File: config.mk
export PLATFORM = sky130hd
export DESIGN_NAME = ufm_page_fetcher
export DESIGN_NICKNAME = d
export VERILOG_FILES = /design/src/rtl/ufm_page_fetcher.sv
export SDC_FILE = /design/constraint.sdc
export NUM_CORES = 1
export LEC_CHECK = 0
export BUFFER_PORTS_ARGS = -buffer_cell sky130_fd_sc_hd__buf_2
export CORE_MARGIN = 4
export CORE_UTILIZATION = 60
export DETAILED_ROUTE_END_ITERATION = 10
export GPL_TIMING_DRIVEN = 1
export PLACE_DENSITY = 0.74
export SYNTH_ARGS = -nofsm -noshare
export SYNTH_HDL_FRONTEND = slang
export SYNTH_SLANG_ARGS = --single-unit
File: constraint.sdc
create_clock -name clk -period 15.2 [get_ports clk]
set_clock_uncertainty 0.1 [all_clocks]
set_input_delay 4.56 -clock clk [delete_from_list [all_inputs] [get_ports clk]]
set_output_delay 4.56 -clock clk [all_outputs]
set_load 0.02 [all_outputs]
File: src/rtl/ufm_page_fetcher.sv
// Fetches a run of 16-byte UFM pages from the streamer into a local FIFO and
// hands the bytes to user logic over valid/ready, pacing reads by FIFO room.
module ufm_page_fetcher #(
  parameter int BUF_PAGES = 2
) (
  input  logic        clk,
  input  logic        rst,
  input  logic        req_start,
  input  logic [10:0] req_addr,
  input  logic [11:0] req_pages,
  output logic        busy,
  output logic        done,
  output logic        overflow,
  output logic        ufm_start,
  output logic [10:0] ufm_addr,
  input  logic [7:0]  ufm_data,
  input  logic        ufm_data_stb,
  input  logic        ufm_ready,
  output logic [7:0]  out_data,
  output logic        out_valid,
  input  logic        out_ready
);
  localparam int DEPTH = 16 * BUF_PAGES;
  localparam int AW    = $clog2(DEPTH);
  localparam logic [AW:0] FULL = (AW+1)'(DEPTH);
  localparam logic [AW:0] ROOM = (AW+1)'(DEPTH - 16);

  typedef enum logic [2:0] {IDLE, WAIT_SPACE, ISSUE, COLLECT, DRAIN} state_t;

  state_t        state;
  logic [11:0]   pages_left;
  logic [3:0]    byte_cnt;

  logic [7:0]    mem [DEPTH];
  logic [AW-1:0] wr_ptr;
  logic [AW-1:0] rd_ptr;
  logic [AW:0]   count;

  logic          push;
  logic          push_ok;
  logic          pop;
  logic [AW:0]   count_nxt;
  logic [AW-1:0] head_idx;
  logic [7:0]    head_nxt;

  assign out_valid = (count != '0);
  assign pop       = out_valid & out_ready;
  assign push      = ufm_data_stb;
  assign push_ok   = push & (count != FULL);
  assign busy      = (state != IDLE);
  // Combinational so the streamer sees the request while it sits idle.
  assign ufm_start = (state == ISSUE) & ufm_ready;

  // Next head entry; bypass the incoming byte when it becomes the head.
  always_comb begin
    count_nxt = count;
    if (push_ok && !pop)
      count_nxt = count + (AW+1)'(1);
    else if (!push_ok && pop)
      count_nxt = count - (AW+1)'(1);
    head_idx = pop ? rd_ptr + AW'(1) : rd_ptr;
    head_nxt = (push_ok && (wr_ptr == head_idx)) ? ufm_data : mem[head_idx];
  end

  always_ff @(posedge clk or posedge rst) begin
    if (rst) begin
      wr_ptr   <= '0;
      rd_ptr   <= '0;
      count    <= '0;
      out_data <= '0;
      overflow <= 1'b0;
      for (int i = 0; i < DEPTH; i++) mem[i] <= '0;
    end else begin
      if (push_ok) begin
        mem[wr_ptr] <= ufm_data;
        wr_ptr      <= wr_ptr + AW'(1);
      end
      if (pop) rd_ptr <= rd_ptr + AW'(1);
      if (push && !push_ok) overflow <= 1'b1;
      count <= count_nxt;
      if (count_nxt != '0) out_data <= head_nxt;
    end
  end

  always_ff @(posedge clk or posedge rst) begin
    if (rst) begin
      state      <= IDLE;
      ufm_addr   <= '0;
      pages_left <= '0;
      byte_cnt   <= '0;
      done       <= 1'b0;
    end else begin
      done <= 1'b0;
      case (state)
        IDLE: if (req_start) begin
          if (req_pages == '0) begin
            done <= 1'b1;
          end else begin
            ufm_addr   <= req_addr;
            pages_left <= req_pages;
            state      <= WAIT_SPACE;
          end
        end
        WAIT_SPACE: if (count <= ROOM) state <= ISSUE;
        ISSUE:      if (ufm_ready) state <= COLLECT;
        COLLECT: if (ufm_data_stb) begin
          byte_cnt <= byte_cnt + 4'd1;
          if (byte_cnt == 4'hF) begin
            pages_left <= pages_left - 12'd1;
            ufm_addr   <= ufm_addr + 11'd1;
            state      <= (pages_left > 12'd1) ? WAIT_SPACE : DRAIN;
          end
        end
        // Look at next count so done lands the cycle right after the last pop.
        DRAIN: if (count_nxt == '0) begin
          done  <= 1'b1;
          state <= IDLE;
        end
        default: state <= IDLE;
      endcase
    end
  end
endmodule

Yosys cells after proc, flatten, opt, wreduce, memory -nomap -nowiden:

Cells that the tools add are included.

* register bits after elaboration: 312
* input bits: 37
* output and inout bits: 24
* logic and storage cells: 123

* $add $sub $neg: 7
* order comparisons: 5
* equal/unequal tests: 14
* muxes and demuxes: 33
* bitwise gates (word level): 5
* reductions and logical operators: 17

Operator list (number)
* bitwise mux 256 bit: 1
* two-way mux 12 bit: 4
* two-way mux 11 bit: 4
* binary-select mux 8 bit (select 5 bit): 1
* demux 8 bit (select 5 bit): 1
* two-way mux 8 bit: 4
* two-way mux 3 bit: 8
* one-hot mux 12 bit (2 select lines): 1
* one-hot mux 11 bit (2 select lines): 1
* one-hot mux 3 bit (5 select lines): 1
* inequality test 2 bit (second input constant): 7
* greater-or-equal comparator 6 bit (second input constant): 2
* greater-than comparator 12 x 1 -> 1 bit (second input constant): 1
* logical NOT 12 bit: 1
* two-way mux 6 bit: 2
* NOT 5 -> 6 bit: 2
* nonzero test 6 bit: 2
* subtractor 12 x 1 -> 12 bit (second input constant): 1
* adder 11 x 1 -> 11 bit (second input constant): 1
* adder 5 x 1 -> 5 bit (second input constant): 2
* AND reduction 7 bit: 1
* adder 6 x 1 -> 6 bit (second input constant): 1
* equality test 3 x 2 -> 1 bit (second input constant): 2
* less-or-equal comparator 6 x 5 -> 1 bit (second input constant): 1
* other kinds (20): 29

Logic depth before layout (Yosys ltp):

Gate-level depths: netlist of run 1.

* word-level depth: 9
* gate-level depth with buffers: 15
* gate-level depth less buffers: 11

Worst setup path before layout of run 1:

No wires, ideal clock.

* path kind: in2out
* from: in ufm_ready
* to: out ufm_start
* data arrival time: 5.273 ns
* slack: 5.267 ns
* cell stages on the path: 1
* buffers on the path: 0
* path through: nor4bb_1

* longest elaborated chain between the ends: 1

Ends and longest elaborated chain
* start: declaration: RTL line 18 `input logic ufm_ready,`
* bitwise AND 1 bit: RTL line 52 `assign ufm_start = (state == ISSUE) & ufm_ready;`
* end: declaration: RTL line 14 `output logic ufm_start,`

Every way passes these cells.

Worst setup path in the final report of run 1:

Ends and elaborated chain as after synthesis.

==> results of run 1 <==
[sequential cells by signal, summed over array words and instances, names as in the netlist]
name / flops
overflow: 1
pages_left: 12
wr_ptr: 5
mem: 256
done: 1
out_data: 8
rd_ptr: 5
count: 6
ufm_addr: 11
state: 3
byte_cnt: 4
[path summary, 6_finish.rpt]
check	start	to	slack, ns
worst min register to register	overflow	overflow	0.36
min in group asynchronous	rst	mem[179]	4.02
worst max register to register	count[1]	out_data[2]	10.48
worst max-delay path	ufm_ready	ufm_start	5.42
worst min-delay path	overflow	overflow	0.36
max in group asynchronous	rst	wr_ptr[3]	8.65
[worst max-delay path, stage by stage]
cell and delay, ns:
buf_2 0.08, nor4bb_1 0.27, buf_2 0.21
[cell type report]
cell class	count	area, um2	share of cell area
Sequential cell	312	7810	0.446
Multi-Input combinational cell	1025	7580	0.434
Clock buffer	53	1080	0.0615
Timing Repair Buffer	78	435	0.0249
Tap cell	335	419	0.0240
Inverter	22	90.1	0.00515
Clock inverter	9	76.3	0.00436
[cell usage after synthesis, drive strengths merged (7+ instances only)]
library cell / count / share of area
dfrtp: 312 / 0.49
mux2: 263 / 0.19
nand2: 137 / 0.032
a21oi: 90 / 0.028
clkbuf: 85 / 0.020
nand3: 56 / 0.018
nor2: 55 / 0.013
a211oi: 49 / 0.023
o22ai: 49 / 0.019
nor3: 48 / 0.016
o21ai: 38 / 0.013
and3: 26 / 0.010
buf: 22 / 0.0077
inv: 21 / 0.0050
mux2i: 21 / 0.013
xnor2: 17 / 0.0094
nor4: 15 / 0.0068
ha: 12 / 0.0094
a22oi: 10 / 0.0047
a31oi: 8 / 0.0031
nand4: 8 / 0.0031
a32oi: 7 / 0.0039
nand2b: 7 / 0.0028
[cells by family after synthesis]
logic type	Yosys count
AOI/OAI and AO/OA	320
xor gates and xnor gates	21
adders and majority gates	14
buffers and inverters	129
DFF	312
muxes	284
and+or+nand+nor	386
[layer usage]
layer | vias up | global-route usage | wire [um] | share of wire
li1 | 5450 | - | - | -
met1 | 6027 | 0.395 | 17500 | 0.43
met2 | 457 | 0.441 | 18700 | 0.46
met3 | 113 | 0.0529 | 2930 | 0.071
met4 | 0 | 0.122 | 1880 | 0.046
met5 | - | 0 | 0 | 0
[metrics by stage]
step	area [um2]	worst slack (ns)
3_3_place_gp	16300	5.44
5_1_grt	17500	5.36
6_report	17500	5.42
4_1_cts	17500	5.39
2_1_floorplan	15900	1.91
3_5_place_dp	16300	5.38
[power groups by stage]
stage	combinational (mW)	clock [mW]	sequential, mW
finish	1.64	0.838	1.46
global route	1.80	0.887	1.50
CTS	1.63	0.849	1.45
detailed placement	1.62	0	1.46
global placement	1.58	0	1.44
floorplan	1.24	0	1.40
==> results.yml, run 1 <==
status:
  status: "finished clean"
sta:
  fin_crit_sh: 0.644
  rsz0062_at_grt: "false"
  fin_crit_ns: 9.78
  final.setup.tns_ns: 0
  clock.fmax_mhz: 102
  slew_headroom: 0.283
  whs_ns: 0.364
  drv_slew: 0
  timing_hold_violations_final: 0
  worstMarginPinSlew_ns: 1.08
  setup_viol: 0
power:
  switching_share: 0.397
  power_leakage_nw: 7.84
  p_comb_frac: 0.417
  ir_drop_v: 0.000149
  p_int_mw: 2.38
  power.density_nw_per_um2: 225
  switchingPower_mw: 1.56
  power_frac_seq: 0.371
  finalPower_mw: 3.94
  p_clk_frac: 0.213
synth:
  synth_top_flop_cell: "dfrtp_1"
  synth_top_family_by_area: "multiplexers"
  synth_compound_area_frac: 0.134
  syn-cell-area_um2: 15900
  postSynthAreaPerCell_um2: 10.8
  synth_cell_types: 77
  syn_inst: 1466
  yosysSeqAreaShare: 0.491
  synth_edf_count: 0
  yosys.area_share.simple: 0.119
  synth_nets: 1515
  synth_fa_ha_area_frac: 0.0107
  async_flop_share: 1.00
  ys_ff_latch: 312
  synthMuxAreaShare: 0.199
  synth_xor_area_frac: 0.0125
  synth_warnings: 0
die:
  dieArea_um2: 29200
  pin_count: 61
  initial_utilization: 0.610
  rows: 59
  core_area_um2: 26100
  chipWidth_um: 171
  die-height_um: 171
worst_setup_path:
  cp.arrival_ns: 5.12
  r2r.worst_path.cells: 12
  cp.required_ns: 10.54
  cp-start-kind: "primary input"
  cp-end-kind: "output pin"
  critical_path_class: "primary input to output pin"
  critPathMaxFanout: 2
detailed_routing:
  wl_per_cell_um: 22.4
  firstDrtPassIters: 6
  drt_iter0_drc: 1156
  routed_wirelength_mm: 41.0
  ant_nets: 0
  routed_via_density: 6.57
  drc: 0
  routed-via-count: 12047
layout:
  drive_above_1_share: 0.279
  utilization: 0.671
  layout_commonest_cell: "dfrtp_1"
  layoutNonFillerInstCount: 1834
  nets: 1523
  final_cell_mix: "312 x dfrtp_1, 263 x mux2_2, 137 x nand2_1, 89 x a21oi_1, 60 x buf_2"
  area_delta_synth_final_pct: 9.98
  fill_cells: 2016
  antennaDiodeCount: 0
worst_hold_path:
  hp-class: "flip-flop to flip-flop"
  whs_path_depth: 1
run:
  cap_violations: 0
clock_network:
  clk_pin_slew_ns: 0.05
  cts_resized: 0
  cts_htree_levels: 2
  postCtsHoldBufs: 0
  cts_setup_buffers: 0
  clk_path_buf_depth: 3
  cts-buffers-inserted: 35
  numClockSinks: 312
  cts_root_buf: "clkbuf_16"
  cts_tree: "done"
  insertion_delay_ns: 0.52
grt:
  antenna_found_initial: 0
  grt_first_pass_wirelength_mm: 66.0
  overflow: 0
  grt_usage: 0.284
  grt_pass1_vias: 11980
  grt_max_degree: 88
placed_design:
  dp.cells: 1772
  gp_congestion: 0.880
  dp_hpwl_mm: 25.6
  io_buffers: 60
Note: power is estimated with default switching activity, not from simulation.
==> inputs of run 2 (changes only) <==
--- a/config.mk
+++ b/config.mk
@@ -5,12 +5,13 @@
 export SDC_FILE = /design/constraint.sdc
 export NUM_CORES = 1
 export LEC_CHECK = 0
+export ABC_AREA = 1
 export BUFFER_PORTS_ARGS = -buffer_cell sky130_fd_sc_hd__buf_2
 export CORE_MARGIN = 4
-export CORE_UTILIZATION = 60
+export CORE_UTILIZATION = 56
 export DETAILED_ROUTE_END_ITERATION = 10
 export GPL_TIMING_DRIVEN = 1
-export PLACE_DENSITY = 0.74
+export PLACE_DENSITY = 0.72
 export SYNTH_ARGS = -nofsm -noshare
 export SYNTH_HDL_FRONTEND = slang
 export SYNTH_SLANG_ARGS = --single-unit
==> constraint.sdc (replaced) <==
create_clock -name clk -period 8.43 [get_ports clk]
set_clock_uncertainty 0.1 [all_clocks]
set_input_delay 2.529 -clock clk [delete_from_list [all_inputs] [get_ports clk]]
set_output_delay 2.529 -clock clk [all_outputs]
set_load 0.02 [all_outputs]
==> run 2 against run 1 <==
Compared with the run above:
- sequential cell count did not move
- via count up 15%
- sequential share of layout area barely moved
- global-route usage shrank 0.62 points
- cell count grew 34%
- total power increased by 80%
- clock power increased by 77%
- count of clock-buffer cells in the layout rose by 2
- largest cell class unchanged
- highest routed layer unchanged
==> results.yml, run 2 <==
power:
  power_frac_seq: 0.353
  power.density_nw_per_um2: 405
  finalPower_mw: 7.09
  switchingPower_mw: 3.05
  power_leakage_nw: 8.44
  p_comb_frac: 0.438
  p_int_mw: 4.04
  ir_drop_v: 0.000288
  p_clk_frac: 0.208
  switching_share: 0.430
detailed_routing:
  routed_wirelength_mm: 43.0
  routed-via-count: 13900
  routed_via_density: 5.67
  ant_nets: 0
  wl_per_cell_um: 17.5
  firstDrtPassIters: 8
  drt_iter0_drc: 1358
  drc: 0
synth:
  synth_top_flop_cell: "dfrtp_1"
  synth_nets: 2114
  async_flop_share: 1.00
  synth_warnings: 0
  synth_edf_count: 0
  syn_inst: 2065
  yosys-top-cells-count: "555 x nand2_1, 312 x dfrtp_1, 289 x nand3_1"
  syn-cell-area_um2: 16000
  synth_cell_types: 43
  post-synth-top-count-cell: "nand2_1"
  yosysTopAreaCellShare: 0.488
  synth_area_leaders: "dfrtp_1 49%, nand2_1 13%, nand3_1 9.0%"
  synth_top_area_cell: "dfrtp_1"
  ys_ff_latch: 312
  yosysSeqAreaShare: 0.488
  postSynthAreaPerCell_um2: 7.74
layout:
  reg.largest.list: "mem: 256 flops, pages_left: 12 flops, ufm_addr: 11 flops"
  antennaDiodeCount: 0
  final_cell_mix: "553 x nand2_1, 312 x dfrtp_1, 288 x o21ai_0, 288 x nand3_1, 208 x inv_1"
  area_delta_synth_final_pct: 9.53
  fill_cells: 2468
  layout_commonest_cell: "nand2_1"
  largest_reg_flops: 256
  nets: 2098
  drive_above_1_share: 0.0801
  regMostFlops: "mem"
die:
  dieArea_um2: 31300
  die-height_um: 177
  initial_utilization: 0.572
  core_area_um2: 27900
  pin_count: 61
  chipWidth_um: 177
  rows: 61
grt:
  grt_pass1_vias: 13037
  grt_usage: 0.278
  grt_first_pass_wirelength_mm: 69.8
  grt_max_degree: 177
  antenna_found_initial: 0
  overflow: 0
status:
  status: "finished clean"
sta:
  whs_ns: 0.370
  rsz0062_at_grt: "false"
  setup_viol: 0
  drv_slew: 0
  timing_hold_violations_final: 0
  clock.fmax_mhz: 176
  worstMarginPinSlew_ns: 1.15
  slew_headroom: 0.233
  fin_crit_sh: 0.674
  final.setup.tns_ns: 0
  fin_crit_ns: 5.68
worst_setup_path:
  rr_startpoint: "count[0]"
  r2r-end: "out_data[1]"
  cp.required_ns: 5.80
  cp-end-kind: "output pin"
  r2r.worst_path.cells: 15
  cp.arrival_ns: 3.05
  critPathMaxFanout: 2
  critical_path_class: "primary input to output pin"
  reg2reg_slack_ns: 4.68
  cp-start-kind: "primary input"
clock_network:
  cts-buffers-inserted: 35
  cts_htree_levels: 2
  cts_root_buf: "clkbuf_16"
  cts_setup_buffers: 0
  clk_pin_slew_ns: 0.06
  clk_path_buf_depth: 3
  cts_tree: "done"
  numClockSinks: 312
  postCtsHoldBufs: 0
  cts_resized: 0
  insertion_delay_ns: 0.52
run:
  cap_violations: 0
placed_design:
  io_buffers: 60
  gp_congestion: 0.889
  dp_hpwl_mm: 26.9
worst_hold_path:
  whs_path_depth: 1
  min_from: "overflow"
  whs_endpoint: "overflow"
  hp-class: "flip-flop to flip-flop"
[run 2: cell types whose count changed after synthesis, sizes merged, moves of 26 or more]
cell	delta
a211oi	-48
a21oi	-61
and3	-26
inv	+195
mux2	-263
nand2	+423
nand3	+236
nand3b	+84
nor3	-38
o21ai	+256
o22ai	-44
[run 2: final cells by class]
type | count | area (um2) | share of cell area
clock buffer | 55 | 1070 | 0.0613
clock inverter | 5 | 43.8 | 0.00250
inverter | 216 | 820 | 0.0468
tap | 378 | 473 | 0.0270
sequential | 312 | 7810 | 0.446
timing repair buffer | 78 | 448 | 0.0256
multi-input combinational | 1406 | 6840 | 0.391
[run 2: how the worst max path moves through the flow]
stage,from,endpoint,slack [ns],cells past startpoint
floorplan,rst,byte_cnt[0],1.65,1
global placement,ufm_ready,ufm_start,2.79,4
detailed placement,ufm_ready,ufm_start,2.74,4
CTS,ufm_ready,ufm_start,2.73,4
global route,ufm_ready,ufm_start,2.70,4
finish,ufm_ready,ufm_start,2.75,4
[run 2: cell families after synthesis]
logic type | synth area share
simple gates | 0.294
buf+inv | 0.0859
compound gates | 0.112
flops | 0.488
xor+xnor | 0.00932
fa+ha+maj | 0.00939
[run 2: per-stage QoR]
| stage | cells | util | setup WS [ns] | instance area [um2] |
|---|---|---|---|---|
| 2_1_floorplan | 2065 | - | 1.65 | 16000 |
| 3_3_place_gp | 2390 | 0.587 | 2.79 | 16400 |
| 3_5_place_dp | 2390 | 0.587 | 2.74 | 16400 |
| 4_1_cts | 2450 | 0.627 | 2.73 | 17500 |
| 5_1_grt | 2450 | 0.627 | 2.70 | 17500 |
| 6_report | 2450 | 0.627 | 2.75 | 17500 |
[run 2: power by group through the flow]
stage               sequential (mW)  clock, mW  combinational, mW
detailed placement             2.51          0               3.08
CTS                            2.50       1.50               3.10
global route                   2.58       1.56               3.50
floorplan                      2.46          0               2.28
global placement               2.50          0               3.01
finish                         2.50       1.48               3.11
[run 2: critical path, stage by stage]
cell,delay (ns)
buf_2,0.08
inv_1,0.04
nor4_1,0.18
buf_2,0.22
[run 2: per-layer routing]
metal	routed length, um	GRT usage	vias to the layer above
li1	-	-	6659
met1	18400	0.382	6669
met2	20300	0.458	488
met3	2810	0.0385	84
met4	1420	0.0948	0
met5	0	0	-
